<file path="src/rtl/axi_lite_array_arbiter_pkg.sv">
// Shared constants for the AXI4-Lite array arbiter: response code, FSM encoding
// and read/write grant identifiers.
package axi_lite_pkg;
    localparam logic [1:0] RESP_OKAY = 2'b00;

    typedef enum logic [1:0] {
        ST_IDLE    = 2'd0,
        ST_RD_WAIT = 2'd1,
        ST_RD_RESP = 2'd2,
        ST_WR_RESP = 2'd3
    } state_t;

    typedef enum logic {
        GNT_READ  = 1'b0,
        GNT_WRITE = 1'b1
    } grant_t;
endpackage

</file>
<file path="src/rtl/axi_lite_array_arbiter_if.sv">
// AXI4-Lite channel bundle between the requester and the array arbiter.
interface axi_lite_array_arbiter_if #(
    parameter int ADDR_W = 9,
    parameter int DATA_W = 32
);
    logic [ADDR_W-1:0]   awaddr;
    logic                awvalid;
    logic                awready;
    logic [DATA_W-1:0]   wdata;
    logic [DATA_W/8-1:0] wstrb;
    logic                wvalid;
    logic                wready;
    logic [1:0]          bresp;
    logic                bvalid;
    logic                bready;
    logic [ADDR_W-1:0]   araddr;
    logic                arvalid;
    logic                arready;
    logic [DATA_W-1:0]   rdata;
    logic [1:0]          rresp;
    logic                rvalid;
    logic                rready;

    modport master (
        output awaddr, awvalid, wdata, wstrb, wvalid, bready, araddr, arvalid, rready,
        input  awready, wready, bresp, bvalid, arready, rdata, rresp, rvalid
    );

    modport slave (
        input  awaddr, awvalid, wdata, wstrb, wvalid, bready, araddr, arvalid, rready,
        output awready, wready, bresp, bvalid, arready, rdata, rresp, rvalid
    );
endinterface

</file>
<file path="src/rtl/axi_lite_array_arbiter_hold_reg.sv">
// One-entry valid/ready holding register; the consumer drains it with clear.
module axi_hold_reg #(
    parameter int W = 8
) (
    input  logic         clk,
    input  logic         rst_n,
    input  logic         in_valid,
    input  logic [W-1:0] in_data,
    output logic         in_ready,
    input  logic         clear,
    output logic         full,
    output logic [W-1:0] data
);
    // Ready drops with reset so nothing is accepted while the block is held.
    assign in_ready = !full & rst_n;

    always_ff @(posedge clk or negedge rst_n) begin
        if (!rst_n) begin
            full <= 1'b0;
            data <= '0;
        end else if (in_valid && in_ready) begin
            full <= 1'b1;
            data <= in_data;
        end else if (clear) begin
            full <= 1'b0;
        end
    end
endmodule

</file>
<file path="src/rtl/axi_lite_array_arbiter.sv">
// AXI4-Lite slave front end sharing one single-port word array between buffered
// read and write requests under round-robin arbitration.
module axi_lite_array_arbiter
    import axi_lite_pkg::*;
#(
    parameter int ADDR_W = 9,
    parameter int DATA_W = 32
) (
    input  logic                  s_axi_aclk,
    input  logic                  s_axi_aresetn,
    axi_lite_array_arbiter_if.slave s_axi,
    output logic [ADDR_W-3:0]     mem_addr,
    output logic                  mem_we,
    output logic [DATA_W/8-1:0]   mem_be,
    output logic [DATA_W-1:0]     mem_wdata,
    input  logic [DATA_W-1:0]     mem_rdata
);
    localparam int WA     = ADDR_W - 2;
    localparam int STRB_W = DATA_W / 8;

    logic                     ar_full, aw_full, w_full;
    logic [WA-1:0]            ar_waddr, aw_waddr, addr_q;
    logic [DATA_W+STRB_W-1:0] w_hold;
    logic                     rd_grant, wr_grant, wr_req;
    logic                     rvalid_q, bvalid_q;
    logic [DATA_W-1:0]        rdata_q;
    state_t                   state, state_nxt;
    grant_t                   last_grant;
    logic                     unused_addr_lsbs;

    // Byte-lane bits never reach the array.
    assign unused_addr_lsbs = ^{s_axi.araddr[1:0], s_axi.awaddr[1:0]};

    axi_hold_reg #(.W(WA)) u_ar (
        .clk(s_axi_aclk), .rst_n(s_axi_aresetn), .in_valid(s_axi.arvalid),
        .in_data(s_axi.araddr[ADDR_W-1:2]), .in_ready(s_axi.arready),
        .clear(rd_grant), .full(ar_full), .data(ar_waddr)
    );

    axi_hold_reg #(.W(WA)) u_aw (
        .clk(s_axi_aclk), .rst_n(s_axi_aresetn), .in_valid(s_axi.awvalid),
        .in_data(s_axi.awaddr[ADDR_W-1:2]), .in_ready(s_axi.awready),
        .clear(wr_grant), .full(aw_full), .data(aw_waddr)
    );

    axi_hold_reg #(.W(DATA_W+STRB_W)) u_w (
        .clk(s_axi_aclk), .rst_n(s_axi_aresetn), .in_valid(s_axi.wvalid),
        .in_data({s_axi.wstrb, s_axi.wdata}), .in_ready(s_axi.wready),
        .clear(wr_grant), .full(w_full), .data(w_hold)
    );

    assign wr_req = aw_full & w_full;

    always_comb begin
        state_nxt = state;
        rd_grant  = 1'b0;
        wr_grant  = 1'b0;
        case (state)
            ST_IDLE: begin
                // Read wins a tie only when write was served last.
                if (ar_full && (!wr_req || last_grant == GNT_WRITE)) begin
                    rd_grant  = 1'b1;
                    state_nxt = ST_RD_WAIT;
                end else if (wr_req) begin
                    wr_grant  = 1'b1;
                    state_nxt = ST_WR_RESP;
                end
            end
            ST_RD_WAIT: state_nxt = ST_RD_RESP;
            ST_RD_RESP: if (s_axi.rready) state_nxt = ST_IDLE;
            ST_WR_RESP: if (s_axi.bready) state_nxt = ST_IDLE;
            default:    state_nxt = ST_IDLE;
        endcase
    end

    always_ff @(posedge s_axi_aclk or negedge s_axi_aresetn) begin
        if (!s_axi_aresetn) begin
            state      <= ST_IDLE;
            last_grant <= GNT_WRITE;
            addr_q     <= '0;
            rvalid_q   <= 1'b0;
            bvalid_q   <= 1'b0;
            rdata_q    <= '0;
        end else begin
            state <= state_nxt;
            if (rd_grant) begin
                last_grant <= GNT_READ;
                addr_q     <= ar_waddr;
            end
            if (wr_grant) begin
                last_grant <= GNT_WRITE;
                addr_q     <= aw_waddr;
                bvalid_q   <= 1'b1;
            end
            if (state == ST_RD_WAIT) begin
                rdata_q  <= mem_rdata;
                rvalid_q <= 1'b1;
            end
            if (state == ST_RD_RESP && s_axi.rready) rvalid_q <= 1'b0;
            if (state == ST_WR_RESP && s_axi.bready) bvalid_q <= 1'b0;
        end
    end

    // Address is driven combinationally in the grant cycle, then held for the
    // array's one-cycle read latency and beyond.
    assign mem_addr  = rd_grant ? ar_waddr : (wr_grant ? aw_waddr : addr_q);
    assign mem_we    = wr_grant;
    assign mem_be    = w_hold[DATA_W +: STRB_W];
    assign mem_wdata = w_hold[DATA_W-1:0];

    assign s_axi.rdata  = rdata_q;
    assign s_axi.rvalid = rvalid_q;
    assign s_axi.rresp  = RESP_OKAY;
    assign s_axi.bvalid = bvalid_q;
    assign s_axi.bresp  = RESP_OKAY;
endmodule

</file>
<file path="src/flat_wrapper.sv">
// flat-port wrapper written by rule: the top's interface ports become plain ports
module axi_lite_array_arbiter_flat import axi_lite_pkg::*;
#(
    parameter int ADDR_W = 9,
    parameter int DATA_W = 32
)
  (s_axi_aclk, s_axi_aresetn, mem_addr, mem_we, mem_be, mem_wdata, mem_rdata, s_axi_awaddr, s_axi_awvalid, s_axi_wdata, s_axi_wstrb, s_axi_wvalid, s_axi_bready, s_axi_araddr, s_axi_arvalid, s_axi_rready, s_axi_awready, s_axi_wready, s_axi_bresp, s_axi_bvalid, s_axi_arready, s_axi_rdata, s_axi_rresp, s_axi_rvalid);
  axi_lite_array_arbiter_if #(.ADDR_W(ADDR_W), .DATA_W(DATA_W)) s_axi_i ();
  input  logic s_axi_aclk;
  input  logic s_axi_aresetn;
  output logic [ADDR_W-3:0] mem_addr;
  output logic mem_we;
  output logic [DATA_W/8-1:0] mem_be;
  output logic [DATA_W-1:0] mem_wdata;
  input  logic [DATA_W-1:0] mem_rdata;
  input wire logic [$bits(s_axi_i.awaddr)-1:0] s_axi_awaddr;
  input wire logic [$bits(s_axi_i.awvalid)-1:0] s_axi_awvalid;
  input wire logic [$bits(s_axi_i.wdata)-1:0] s_axi_wdata;
  input wire logic [$bits(s_axi_i.wstrb)-1:0] s_axi_wstrb;
  input wire logic [$bits(s_axi_i.wvalid)-1:0] s_axi_wvalid;
  input wire logic [$bits(s_axi_i.bready)-1:0] s_axi_bready;
  input wire logic [$bits(s_axi_i.araddr)-1:0] s_axi_araddr;
  input wire logic [$bits(s_axi_i.arvalid)-1:0] s_axi_arvalid;
  input wire logic [$bits(s_axi_i.rready)-1:0] s_axi_rready;
  output wire logic [$bits(s_axi_i.awready)-1:0] s_axi_awready;
  output wire logic [$bits(s_axi_i.wready)-1:0] s_axi_wready;
  output wire logic [$bits(s_axi_i.bresp)-1:0] s_axi_bresp;
  output wire logic [$bits(s_axi_i.bvalid)-1:0] s_axi_bvalid;
  output wire logic [$bits(s_axi_i.arready)-1:0] s_axi_arready;
  output wire logic [$bits(s_axi_i.rdata)-1:0] s_axi_rdata;
  output wire logic [$bits(s_axi_i.rresp)-1:0] s_axi_rresp;
  output wire logic [$bits(s_axi_i.rvalid)-1:0] s_axi_rvalid;
  assign s_axi_i.awaddr = s_axi_awaddr;
  assign s_axi_i.awvalid = s_axi_awvalid;
  assign s_axi_i.wdata = s_axi_wdata;
  assign s_axi_i.wstrb = s_axi_wstrb;
  assign s_axi_i.wvalid = s_axi_wvalid;
  assign s_axi_i.bready = s_axi_bready;
  assign s_axi_i.araddr = s_axi_araddr;
  assign s_axi_i.arvalid = s_axi_arvalid;
  assign s_axi_i.rready = s_axi_rready;
  assign s_axi_awready = s_axi_i.awready;
  assign s_axi_wready = s_axi_i.wready;
  assign s_axi_bresp = s_axi_i.bresp;
  assign s_axi_bvalid = s_axi_i.bvalid;
  assign s_axi_arready = s_axi_i.arready;
  assign s_axi_rdata = s_axi_i.rdata;
  assign s_axi_rresp = s_axi_i.rresp;
  assign s_axi_rvalid = s_axi_i.rvalid;
  axi_lite_array_arbiter #(.ADDR_W(ADDR_W), .DATA_W(DATA_W)) u_core (.s_axi_aclk(s_axi_aclk), .s_axi_aresetn(s_axi_aresetn), .s_axi(s_axi_i), .mem_addr(mem_addr), .mem_we(mem_we), .mem_be(mem_be), .mem_wdata(mem_wdata), .mem_rdata(mem_rdata));
endmodule
</file>
<file path="config.mk">
export PLATFORM = sky130hd
export DESIGN_NAME = axi_lite_array_arbiter_flat
export DESIGN_NICKNAME = d
export VERILOG_FILES = /design/src/rtl/axi_lite_array_arbiter_pkg.sv /design/src/rtl/axi_lite_array_arbiter_if.sv /design/src/rtl/axi_lite_array_arbiter_hold_reg.sv /design/src/rtl/axi_lite_array_arbiter.sv /design/src/flat_wrapper.sv
export SDC_FILE = /design/constraint.sdc
export NUM_CORES = 1
export LEC_CHECK = 0
export ABC_AREA = 0
export CAP_MARGIN = 20
export CORE_MARGIN = 3
export CORE_UTILIZATION = 39
export CTS_BUF_LIST = sky130_fd_sc_hd__clkbuf_8
export CTS_CLUSTER_SIZE = 30
export DETAILED_ROUTE_END_ITERATION = 7
export PLACE_DENSITY = 0.79
export SLEW_MARGIN = 20
export SYNTH_ARGS = -nofsm -noshare
export SYNTH_HDL_FRONTEND = slang
export SYNTH_SLANG_ARGS = --single-unit
</file>
<file path="constraint.sdc">
create_clock -name s_axi_aclk -period 1.3 [get_ports s_axi_aclk]
set_input_delay 0.13 -clock s_axi_aclk [delete_from_list [all_inputs] [get_ports s_axi_aclk]]
set_output_delay 0.13 -clock s_axi_aclk [all_outputs]
set_load 0.1 [all_outputs]
</file>
==> metrics list <==
- The flow ran to the end, but the final reports show violations.
- The final reports fail on setup timing.
- Simple-Gate Fraction of Synth Area: 1.84%
* Critical path required time: 1170 ps
* RSZ-0062 raised after global routing: yes
- Setup violations remaining at the end of the flow were counted as 104.
* Destination of the critical timing path: mem_addr[1]
* Chip Height: 106 µm
- Number of clock sinks: 97
* Hold WC Path Type: input port to flip-flop
- Among all flip-flop cells after synthesis, the most frequent one is sky130_fd_sc_hd__dfrtp_1.
- Time the worst path needs with I/O delays and setup: 1940 ps
- The number of antenna diodes in the final layout is 0.
- Across all setup checks in the final design, the least slack found is -636 ps.
* Routing usage on met2: 40.1%
- After synthesis, the largest family of logic cells by area is multiplexers.
* Wire length per cell: 20.6 µm
* Final count of pins violating max slew: 0
- Post-synthesis share of cell area spent on full adders, half adders and majority gates: 0%
- Pin count of the biggest net entering global routing: 46
- The critical path starts at u_core.u_w.full.
- For the final database, setup skew stands at 16.6 ps.
- Fill count: 568
- Share of the yosys chip area belonging to registers: 62.7%
- Total DRC errors in the routed layout: 0
* Die W: 106 µm
- Startpoint of the worst register-to-register path: u_core.u_w.full
- Vias per inst: 5.00
- Synthesis warning total: 0
* Wire length of the first global-routing pass: 19300 µm
- Post-synthesis instance area: 3870 µm²
- The initialized floorplan defines 35 standard-cell rows.
* Type of destination of the critical path: output pin
* Hold violation total from the final report: 0
* Number of clock buffers inserted by TritonCTS: 9
- The clock reaches the later pin of the worst-skew pair after 350 ps.
- The tool flagged a number of max-cap violations equal to 0.
- Least-Margin Pin Slew: 1440 ps
* Reg-to-reg slack, setup: -310 ps
- The synthesized netlist devotes 0% of its cell area to XOR and XNOR gates.
- The most common cell in the synthesized netlist is sky130_fd_sc_hd__dfrtp_1.
* Multiplexer fraction of the synthesized cell area: 23.9%
* Total Routed Length: 12300 µm
- Launching element type of the critical path: flip-flop
- In this run, distinct cell masters in the synthesized netlist total 28.
- Detailed routing inserted a total of 2994 vias.
- In this run the clock root is driven by a sky130_fd_sc_hd__clkbuf_8.
- In the final design database the tool counted 558 nets.
* Placer congestion estimate: 0.796
- For this block, the initial DRC count from the detailed router was 103.
* Overall track demand over capacity in global routing: 22.2%
- TritonCTS built the clock tree.
- Maximum net fanout on the critical path: 7
* Fraction of the core area covered by cells at the end of the flow: 79.1%
- The wire-length estimate of the detail-placed layout is 8170 µm.
* Initial antenna violation count: 0
- Critical setup path kind: flip-flop to output pin
- sky130_fd_sc_hd__dfrtp_1 takes more of the synthesized area than any other cell.
- Arrival @ worst endpoint: 1810 ps
* Origin of the worst min-delay path: s_axi_wdata[12]
- Fraction of met3 tracks used by global routing: 5.08%
- Maximum clock insertion buffer count: 2
- Relative to the synthesized area, the layout overhead comes to 93.3%.
* R2r worst-path depth: 7
- Async set or reset register ratio after synthesis: 100%
- Summing the areas of all compound-gate instances in the mapped netlist gives 8.14% of the synthesized area.
- Once the floorplan was initialized, standard cells occupied 40.9% of the core.
- Number of global-route vias before repair: 3372
* Most instantiated cells after synthesis: sky130_fd_sc_hd__dfrtp_1, sky130_fd_sc_hd__mux2_2, sky130_fd_sc_hd__a221o_2
- The final critical path takes up 149% of the cycle.
- The floorplan step defined a die boundary enclosing 11200 µm².
- Derived from the worst setup path, the maximum achievable clock frequency is 517 MHz.
- Port-buffer cells: 169
- The endpoint identified for the worst register-to-register timing path is u_core.u_w.full.
- In this run, synthesis produced a sequential element count of 97.
* Number of antenna-violating nets in the routed design: 0
* Hold WS: 386 ps
- Synthesis produced a netlist whose cell count is 247.
* Total core area: 9460 µm²
* GRT Max-Usage Layer: met2
- Ranked by total cell area, the synthesized netlist is headed by sky130_fd_sc_hd__dfrtp_1, sky130_fd_sc_hd__mux2_2, sky130_fd_sc_hd__a221o_2.
* Top-area cell type share of the netlist area: 62.1%
* Met1 layer usage reported by global route: 27.0%
* Number of enable flip-flop cells after synthesis: 0
- In the final layout, the share of cells above drive strength 1 is 54.5%.
* Clk slew on worst S/H paths: 100 ps
- Number of H-tree levels: 3
* Sum of overflow across all layers after global routing: 0
- A synthesized cell averages 15.7 µm².
* Slew margin rel.: 4.17%
- Router iterations before antenna repair: 4
- 178 I/O pins were placed.
how the worst min path moves through the flow:
stage,end,slack [ps],cells after the start
after floorplan,u_core.addr_q[0],-170,0
after global placement,u_core.addr_q[1],160,2
after detailed placement,u_core.addr_q[4],160,2
after CTS,u_core.u_w.data[32],370,2
after global routing,u_core.u_aw.data[5],380,2
final,u_core.u_w.data[12],390,2
cells in the final DEF (no fill, tap or decap), types with 2 or more instances in the layout:
cell                              count
sky130_fd_sc_hd__a221o_2              9
sky130_fd_sc_hd__clkdlybuf4s50_1     86
sky130_fd_sc_hd__conb_1               4
sky130_fd_sc_hd__inv_1                5
sky130_fd_sc_hd__dfrtp_1             95
sky130_fd_sc_hd__o21ai_1              2
sky130_fd_sc_hd__a221o_4              5
sky130_fd_sc_hd__a21oi_1              2
sky130_fd_sc_hd__and2b_4              2
sky130_fd_sc_hd__o21ai_0              3
sky130_fd_sc_hd__nand2_8              9
sky130_fd_sc_hd__a21boi_1             2
sky130_fd_sc_hd__nor2b_4              2
sky130_fd_sc_hd__buf_6               11
sky130_fd_sc_hd__buf_12              86
sky130_fd_sc_hd__clkbuf_8            12
sky130_fd_sc_hd__clkinv_4             3
sky130_fd_sc_hd__buf_4               26
sky130_fd_sc_hd__mux2_2              42
sky130_fd_sc_hd__nand2_1              3
sky130_fd_sc_hd__mux2_4              40
sky130_fd_sc_hd__a21boi_0             5
state kept, by name, summed over array words and instances (netlist names):
signal,count
u_core.state,2
u_core.u_ar.full,1
u_core.u_ar.data,7
u_core.s_axi.bvalid,1
u_core.s_axi.rdata,32
u_core.s_axi.rvalid,1
u_core.u_aw.data,7
u_core.u_aw.full,1
u_core.addr_q,7
u_core.u_w.full,1
u_core.u_w.data,36
u_core.last_grant,1
area by class of cell:
class,instances,area [µm²],share of cell area (%)
Tap cell,129,161,2.16
Inverter,5,18.8,0.251
Timing Repair Buffer,212,2950,39.4
Clock inverter,4,35.0,0.468
Sequential cell,97,2430,32.5
Clock buffer,12,165,2.21
Multi-Input combinational cell,140,1720,23.0
critical path, cell delays in order (launching register included):
cell and delay [ps]:
sky130_fd_sc_hd__dfrtp_1 400, sky130_fd_sc_hd__nand2_2 110, sky130_fd_sc_hd__o211a_1 250, sky130_fd_sc_hd__buf_4 160
sky130_fd_sc_hd__a221o_4 370, sky130_fd_sc_hd__buf_12 170
routing by layer:
| layer | up-vias | part of all wire [%] |
|---|---|---|
| met5 | - | 0 |
| met4 | 0 | 0.73 |
| met3 | 8 | 6.1 |
| met2 | 124 | 53 |
| met1 | 1530 | 40 |
| li1 | 1332 | - |
cell families after synthesis:
logic type,Yosys count
compound gates,34
buf+inv,20
flops,97
mux,82
other cells,1
simple gates,13
stage by stage:
| step | instances | TNS (ps) | instance area, µm² | setup slack, ps |
|---|---|---|---|---|
| after floorplan | 250 | -16650 | 4150 | -513 |
| final | 599 | -24490 | 7480 | -636 |
| after detailed placement | 558 | -13360 | 6850 | -249 |
| after CTS | 595 | -21660 | 7410 | -613 |
| after global routing | 599 | -29600 | 7480 | -720 |
| after global placement | 558 | -11320 | 6850 | -230 |
repair_timing:
item	in CTS	in global routing
hold buffers	1	0
hold endpoints to repair	96	0
pin swaps	8	3
setup endpoints to repair	91	105
gates cloned	8	2
resized for setup	24	18
setup buffers	12	7
Power is left out: the tool's default activity adds up to more than one toggle a clock period on the data nets, which glitch-free logic cannot reach.
